[src/rtl/spi_reg_slave.sv]
// spi_reg_slave: SPI responder that exposes a 2^ADDR_W x 8 register file to an external initiator.
// Latency: pin edges act 3 sys_clk after the edge; wr_en and reg_out update 1 sys_clk after the 8th sample.
// Backpressure: none; the initiator sets the pace, and each sclk phase must last at least 4 sys_clk.
//
// Ports:
//   sys_clk, sys_rst_n  system clock, asynchronous active-low reset
//   cs, sclk, mosi      SPI pins, asynchronous to sys_clk, oversampled through 2-flop synchronisers
//   miso                responder data, MSB first, forced to 0 while synchronised cs is high
//   reg_out             flat register file, reg n at [8n+7:8n]
//   wr_en/wr_addr/wr_data  one-cycle write notification per committed data byte
//   frame_done          one-cycle pulse when cs rises after at least one complete byte
module spi_reg_slave #(
    parameter logic       CPOL        = 1'b1,
    parameter logic       CPHA        = 1'b1,
    parameter int         ADDR_W      = 4,
    parameter logic [7:0] STATUS_BYTE = 8'h5A
) (
    input  logic                       sys_clk,
    input  logic                       sys_rst_n,
    input  logic                       cs,
    input  logic                       sclk,
    input  logic                       mosi,
    output logic                       miso,
    output logic [8*(2**ADDR_W)-1:0]   reg_out,
    output logic                       wr_en,
    output logic [ADDR_W-1:0]          wr_addr,
    output logic [7:0]                 wr_data,
    output logic                       frame_done
);
    localparam int DEPTH = 2**ADDR_W;

    typedef enum logic [1:0] {
        WAIT_IDLE,
        IDLE,
        CMD,
        DATA
    } state_t;

    state_t                  r_state;
    logic [1:0]              r_cs_sync;
    logic [1:0]              r_sclk_sync;
    logic [1:0]              r_mosi_sync;
    logic                    r_sclk_d;
    logic [DEPTH-1:0][7:0]   r_regs;
    logic [7:0]              r_rx;
    logic [7:0]              r_tx;
    logic [2:0]              r_bitcnt;
    logic [ADDR_W-1:0]       r_addr;
    logic                    r_is_read;
    logic                    r_got_byte;
    logic                    r_miso;
    logic                    r_wr_en;
    logic [ADDR_W-1:0]       r_wr_addr;
    logic [7:0]              r_wr_data;
    logic                    r_frame_done;

    logic                    w_cs_s;
    logic                    w_sclk_rise;
    logic                    w_sclk_fall;
    logic                    w_lead;
    logic                    w_trail;
    logic                    w_sample;
    logic                    w_shift;
    logic                    w_byte_end;
    logic [7:0]              w_rx_byte;
    logic [ADDR_W-1:0]       w_cmd_addr;
    logic [ADDR_W-1:0]       w_addr_inc;

    assign w_cs_s      = r_cs_sync[1];
    assign w_sclk_rise = r_sclk_sync[1] & ~r_sclk_d;
    assign w_sclk_fall = ~r_sclk_sync[1] & r_sclk_d;
    // Leading edge moves sclk away from its idle level.
    assign w_lead      = CPOL ? w_sclk_fall : w_sclk_rise;
    assign w_trail     = CPOL ? w_sclk_rise : w_sclk_fall;
    assign w_sample    = CPHA ? w_trail : w_lead;
    assign w_shift     = CPHA ? w_lead : w_trail;
    assign w_byte_end  = w_sample && (r_bitcnt == 3'd7);
    // mosi goes through the same synchroniser depth as sclk, so it is aligned with the detected edge.
    assign w_rx_byte   = {r_rx[6:0], r_mosi_sync[1]};
    assign w_cmd_addr  = w_rx_byte[ADDR_W-1:0];
    assign w_addr_inc  = r_addr + ADDR_W'(1);

    always_ff @(posedge sys_clk or negedge sys_rst_n) begin
        if (!sys_rst_n) begin
            // cs syncs clear low so a frame already running at release is held off in WAIT_IDLE.
            r_cs_sync   <= 2'b00;
            r_sclk_sync <= {2{CPOL}};
            r_sclk_d    <= CPOL;
            r_mosi_sync <= 2'b00;
        end else begin
            r_cs_sync   <= {r_cs_sync[0], cs};
            r_sclk_sync <= {r_sclk_sync[0], sclk};
            r_sclk_d    <= r_sclk_sync[1];
            r_mosi_sync <= {r_mosi_sync[0], mosi};
        end
    end

    always_ff @(posedge sys_clk or negedge sys_rst_n) begin
        if (!sys_rst_n) begin
            r_state      <= WAIT_IDLE;
            r_regs       <= '0;
            r_rx         <= 8'h00;
            r_tx         <= 8'h00;
            r_bitcnt     <= 3'd0;
            r_addr       <= '0;
            r_is_read    <= 1'b0;
            r_got_byte   <= 1'b0;
            r_miso       <= 1'b0;
            r_wr_en      <= 1'b0;
            r_wr_addr    <= '0;
            r_wr_data    <= 8'h00;
            r_frame_done <= 1'b0;
        end else begin
            r_wr_en      <= 1'b0;
            r_frame_done <= 1'b0;
            case (r_state)
                WAIT_IDLE: begin
                    if (w_cs_s) begin
                        r_state <= IDLE;
                    end
                end
                IDLE: begin
                    r_miso <= 1'b0;
                    if (!w_cs_s) begin
                        r_state    <= CMD;
                        r_bitcnt   <= 3'd0;
                        r_got_byte <= 1'b0;
                        // With CPHA=0 there is no shift edge before the first sample, so the
                        // MSB goes out right at cs fall and the shifter holds the remaining bits.
                        if (!CPHA) begin
                            r_miso <= STATUS_BYTE[7];
                            r_tx   <= {STATUS_BYTE[6:0], 1'b0};
                        end else begin
                            r_tx   <= STATUS_BYTE;
                        end
                    end
                end
                CMD, DATA: begin
                    if (w_sample) begin
                        r_rx     <= w_rx_byte;
                        r_bitcnt <= r_bitcnt + 3'd1;
                    end
                    if (w_shift) begin
                        r_miso <= r_tx[7];
                        r_tx   <= {r_tx[6:0], 1'b0};
                    end
                    if (w_byte_end) begin
                        r_got_byte <= 1'b1;
                        if (r_state == CMD) begin
                            r_state   <= DATA;
                            r_is_read <= w_rx_byte[7];
                            r_addr    <= w_cmd_addr;
                            r_tx      <= w_rx_byte[7] ? r_regs[w_cmd_addr] : 8'h00;
                        end else if (r_is_read) begin
                            r_addr <= w_addr_inc;
                            r_tx   <= r_regs[w_addr_inc];
                        end else begin
                            // Register and wr_en land on the same edge so reg_out matches the pulse.
                            r_regs[r_addr] <= w_rx_byte;
                            r_wr_en        <= 1'b1;
                            r_wr_addr      <= r_addr;
                            r_wr_data      <= w_rx_byte;
                            r_addr         <= w_addr_inc;
                            r_tx           <= 8'h00;
                        end
                    end
                    // cs rise wins over state, but a byte finishing on the same cycle is still counted.
                    if (w_cs_s) begin
                        r_state <= IDLE;
                        r_miso  <= 1'b0;
                        if (r_got_byte || w_byte_end) begin
                            r_frame_done <= 1'b1;
                        end
                    end
                end
                default: r_state <= WAIT_IDLE;
            endcase
        end
    end

    assign miso       = r_miso & ~w_cs_s;
    assign reg_out    = r_regs;
    assign wr_en      = r_wr_en;
    assign wr_addr    = r_wr_addr;
    assign wr_data    = r_wr_data;
    assign frame_done = r_frame_done;

endmodule

[config.mk]
export PLATFORM = sky130hd
export DESIGN_NAME = spi_reg_slave
export DESIGN_NICKNAME = d
export VERILOG_FILES = /design/src/rtl/spi_reg_slave.sv
export SDC_FILE = /design/constraint.sdc
export NUM_CORES = 1
export LEC_CHECK = 0
export CAP_MARGIN = 20
export CORE_MARGIN = 1
export CORE_UTILIZATION = 23
export DETAILED_ROUTE_END_ITERATION = 6
export REMOVE_ABC_BUFFERS = 1
export SETUP_SLACK_MARGIN = 0.02
export SLEW_MARGIN = 20
export SYNTH_ARGS = -nofsm -noshare
export SYNTH_HDL_FRONTEND = slang
export SYNTH_SLANG_ARGS = --single-unit
[constraint.sdc]
create_clock -name sys_clk -period 7.8 [get_ports sys_clk]
set_input_delay 1.56 -clock sys_clk [delete_from_list [all_inputs] [get_ports sys_clk]]
set_output_delay 1.56 -clock sys_clk [all_outputs]
set_load 0.05 [all_outputs]
==> out/metrics.yaml <==
status: "complete, no violations"
ys_seq_area_share_pct: 48.1
min_path_cells: 0
syn-mean-instance-area_um2: 13.7
dpl-instance-area_um2: 11100
port_buffers: 147
reg2reg_depth: 7
wl_met2_um: 14700
cts_hold_buffers: 0
intPower_mw: 1.41
wl_per_cell_um: 22.1
tritoncts: "done"
p_total_mw: 1.98
tightest_slew_ns: 1.04
leakagePower_nw: 4.96
finalWorstPathRequiredPeriod_ns: 3.43
wl_um: 29200
grt-ovfl-total: 0
core_um2: 39000
worstPathArrival_ns: 3.79
clock_path_buffers: 2
irDropWorstVdd_v: 0.000161
slew_headroom_pct: 30.5
drive_above_1_share_pct: 30.5
top_layer: "met4"
row_count: 72
initial_utilization_pct: 23.5
drt-met1-wl_um: 13000
grt_use_total_pct: 14.6
p_switching_uw: 564
synth_cell_types: 58
synth_cells: 669
antenna_left: 0
vias: 6335
gp_congestion: 0.858
path_class: "flop to flop"
worstHoldEndpoint: "r_mosi_sync[1]"
synth_top_area_share_pct: 47.2
yosys-top-cells-area: "dfrtp_1 47%, mux2_2 16%, mux4_2 12%"
post_cts_buffers: 0
cp-start-kind: "flop"
cellPowerDensity_nw_per_um2: 170
clk_pin_slew_ns: 0.07
die_area_um2: 40700
hold_slack_ns: 0.351
die_w_um: 202
syn_area_um2: 9170
first_global_vias: 6406
yosys_warnings: 0
postCtsResizedCells: 0
fmax_mhz: 292
cap_violations: 0
post-route-cell-area_um2: 11700
drc: 0
synth-edff-count: 0
r2r_slack_ns: 4.37
ys.flop_type: "dfrtp_1"
reg2reg_from: "r_addr[0]"
holdCritPathClass: "flop to flop"
r2r-end: "r_tx[3]"
synthToLayoutAreaGrowth_pct: 27.1
crit_start: "r_addr[0]"
cts_max_level: 4
setup_viol: 0
detailedRoute.firstIterationViolations: 484
p_comb_share_pct: 6.5
netSwitchingFraction_pct: 28.5
synth-seq-cells: 176
routed_via_density: 4.80
cts.sinks: 176
nets: 800
antenna_found_initial: 0
diodes: 0
grt_pass1_wl_um: 44000
grt_max_degree: 114
cts_root_buf: "clkbuf_16"
finalHoldViolations: 0
crit_fanout: 28
pwr-share-clk_pct: 42.8
clkLatencyLatePin_ns: 0.45
dr.pass1.iters: 6
fin_setup_tns_ns: 0
cts_made_buffers: 17
die_height_um: 202
endpoint_kind: "flop"
worstPathRequired_ns: 8.16
hp-start: "r_mosi_sync[0]"
io_pins: 148
rsz0062_at_grt: "no"
async_reset_ff_share_pct: 100
synth_top_cell_by_area: "dfrtp_1"
dp_hpwl_um: 20700
maxSlewViolCount: 0
met3_length_um: 1200
seq_power_share_pct: 50.7
fin_crit_sh_pct: 44.0
skew_ns: 0.0165
[registers in the layout (all words and copies together) (netlist names)]
register     flops
wr_addr          4
wr_en            1
r_addr           4
r_got_byte       1
r_bitcnt         3
reg_out        128
r_cs_sync        2
r_sclk_sync      2
r_miso           1
r_rx             7
frame_done       1
r_tx             8
r_state          2
r_is_read        1
r_mosi_sync      2
wr_data          8
r_sclk_d         1
[cell usage after synthesis (all sizes together), types with 4 or more instances]
| library cell | n |
|---|---|
| nor2b | 9 |
| a22o | 5 |
| inv | 8 |
| mux4 | 57 |
| mux2 | 133 |
| nor2 | 20 |
| dfrtp | 173 |
| nand2 | 51 |
| buf | 24 |
| nor3 | 7 |
| nand2b | 6 |
| nand3 | 19 |
| a21oi | 9 |
| nand4 | 4 |
| o21ai | 28 |
| ha | 6 |
| clkbuf | 27 |
| mux2i | 28 |
| a211oi | 7 |
[layer usage]
metal | track usage, % | up-vias
met4 | 3.11 | 0
met2 | 24.5 | 168
met3 | 2.85 | 26
li1 | - | 2769
met5 | 0 | -
met1 | 19.5 | 3372
[cell usage in the layout (no fill, tap or decap), types with 3 or more instances in the layout]
master	synthesis	final
a2111oi_0	3	3
a211oi_1	7	7
a21oi_1	9	9
a22o_1	5	5
a31oi_1	3	3
buf_4	8	4
clkbuf_16	0	17
clkdlybuf4s50_1	0	146
dfrtp_1	173	171
dfstp_2	3	3
ha_1	6	6
inv_1	7	7
inv_6	0	5
inv_8	0	4
mux2_2	133	133
mux2i_1	28	28
mux4_1	8	8
mux4_2	49	49
nand2_1	51	51
nand2b_1	6	6
nand3_1	7	7
nand3_2	12	12
nand3b_1	3	3
nand4_4	4	4
nor2_1	20	20
nor2b_1	9	9
nor3_1	7	7
o21ai_0	28	28
[cell type report]
cell class | count | area (um^2)
sequential | 176 | 4410
fill | 3913 | 27300
multi-input combinational | 433 | 4460
timing repair buffer | 152 | 1530
clock inverter | 14 | 135
clock buffer | 18 | 439
inverter | 9 | 33.8
tap | 518 | 648
[critical path, cell delays in order (launching register included)]
cell,delay [ns]
dfrtp_1,0.36
buf_4,0.37
ha_1,0.53
xor2_4,0.87
mux4_1,0.66
o32ai_1,0.34
a211oi_1,0.09
a21oi_1,0.13
[per-stage QoR]
stage | std cells | utilization, % | setup slack (ns)
after global placement | 1287 | 28.3 | 4.43
after floorplan | 618 | - | 4.32
after global routing | 1320 | 29.9 | 4.15
after CTS | 1319 | 29.8 | 4.34
after detailed placement | 1287 | 28.3 | 4.38
final | 1320 | 29.9 | 4.37
[power groups by stage]
stage	registers [mW]	clock network (mW)	logic [mW]
floorplan	0.999	0	0.0608
global placement	1.03	0	0.116
detailed placement	1.03	0	0.117
CTS	1.01	0.865	0.118
global route	1.01	0.899	0.143
finish	1.00	0.847	0.129
[worst max-delay path by stage]
stage          depth (start not counted)  slack (ns)       to
5_1_grt                                7        4.15  r_tx[3]
6_report                               7        4.37  r_tx[3]
2_1_floorplan                          7        4.32  r_tx[0]
3_5_place_dp                           7        4.38  r_tx[3]
4_1_cts                                2        4.34     miso
3_3_place_gp                           7        4.43  r_tx[3]
[kinds of logic (layout without fill, tap and decap cells)]
logic type	Yosys count	in the layout	synth area share, %
AO/OA/AOI/OAI	75	75	5.38
AND/OR/NAND/NOR	131	131	8.24
XOR/XNOR	3	3	0.491
adder cells (fa/ha/maj)	6	6	0.819
flip-flops	176	176	48.1
multiplexers	218	218	33.7
buffers and inverters	60	193	3.30
No activity file was read; power rests on OpenSTA's default activity.
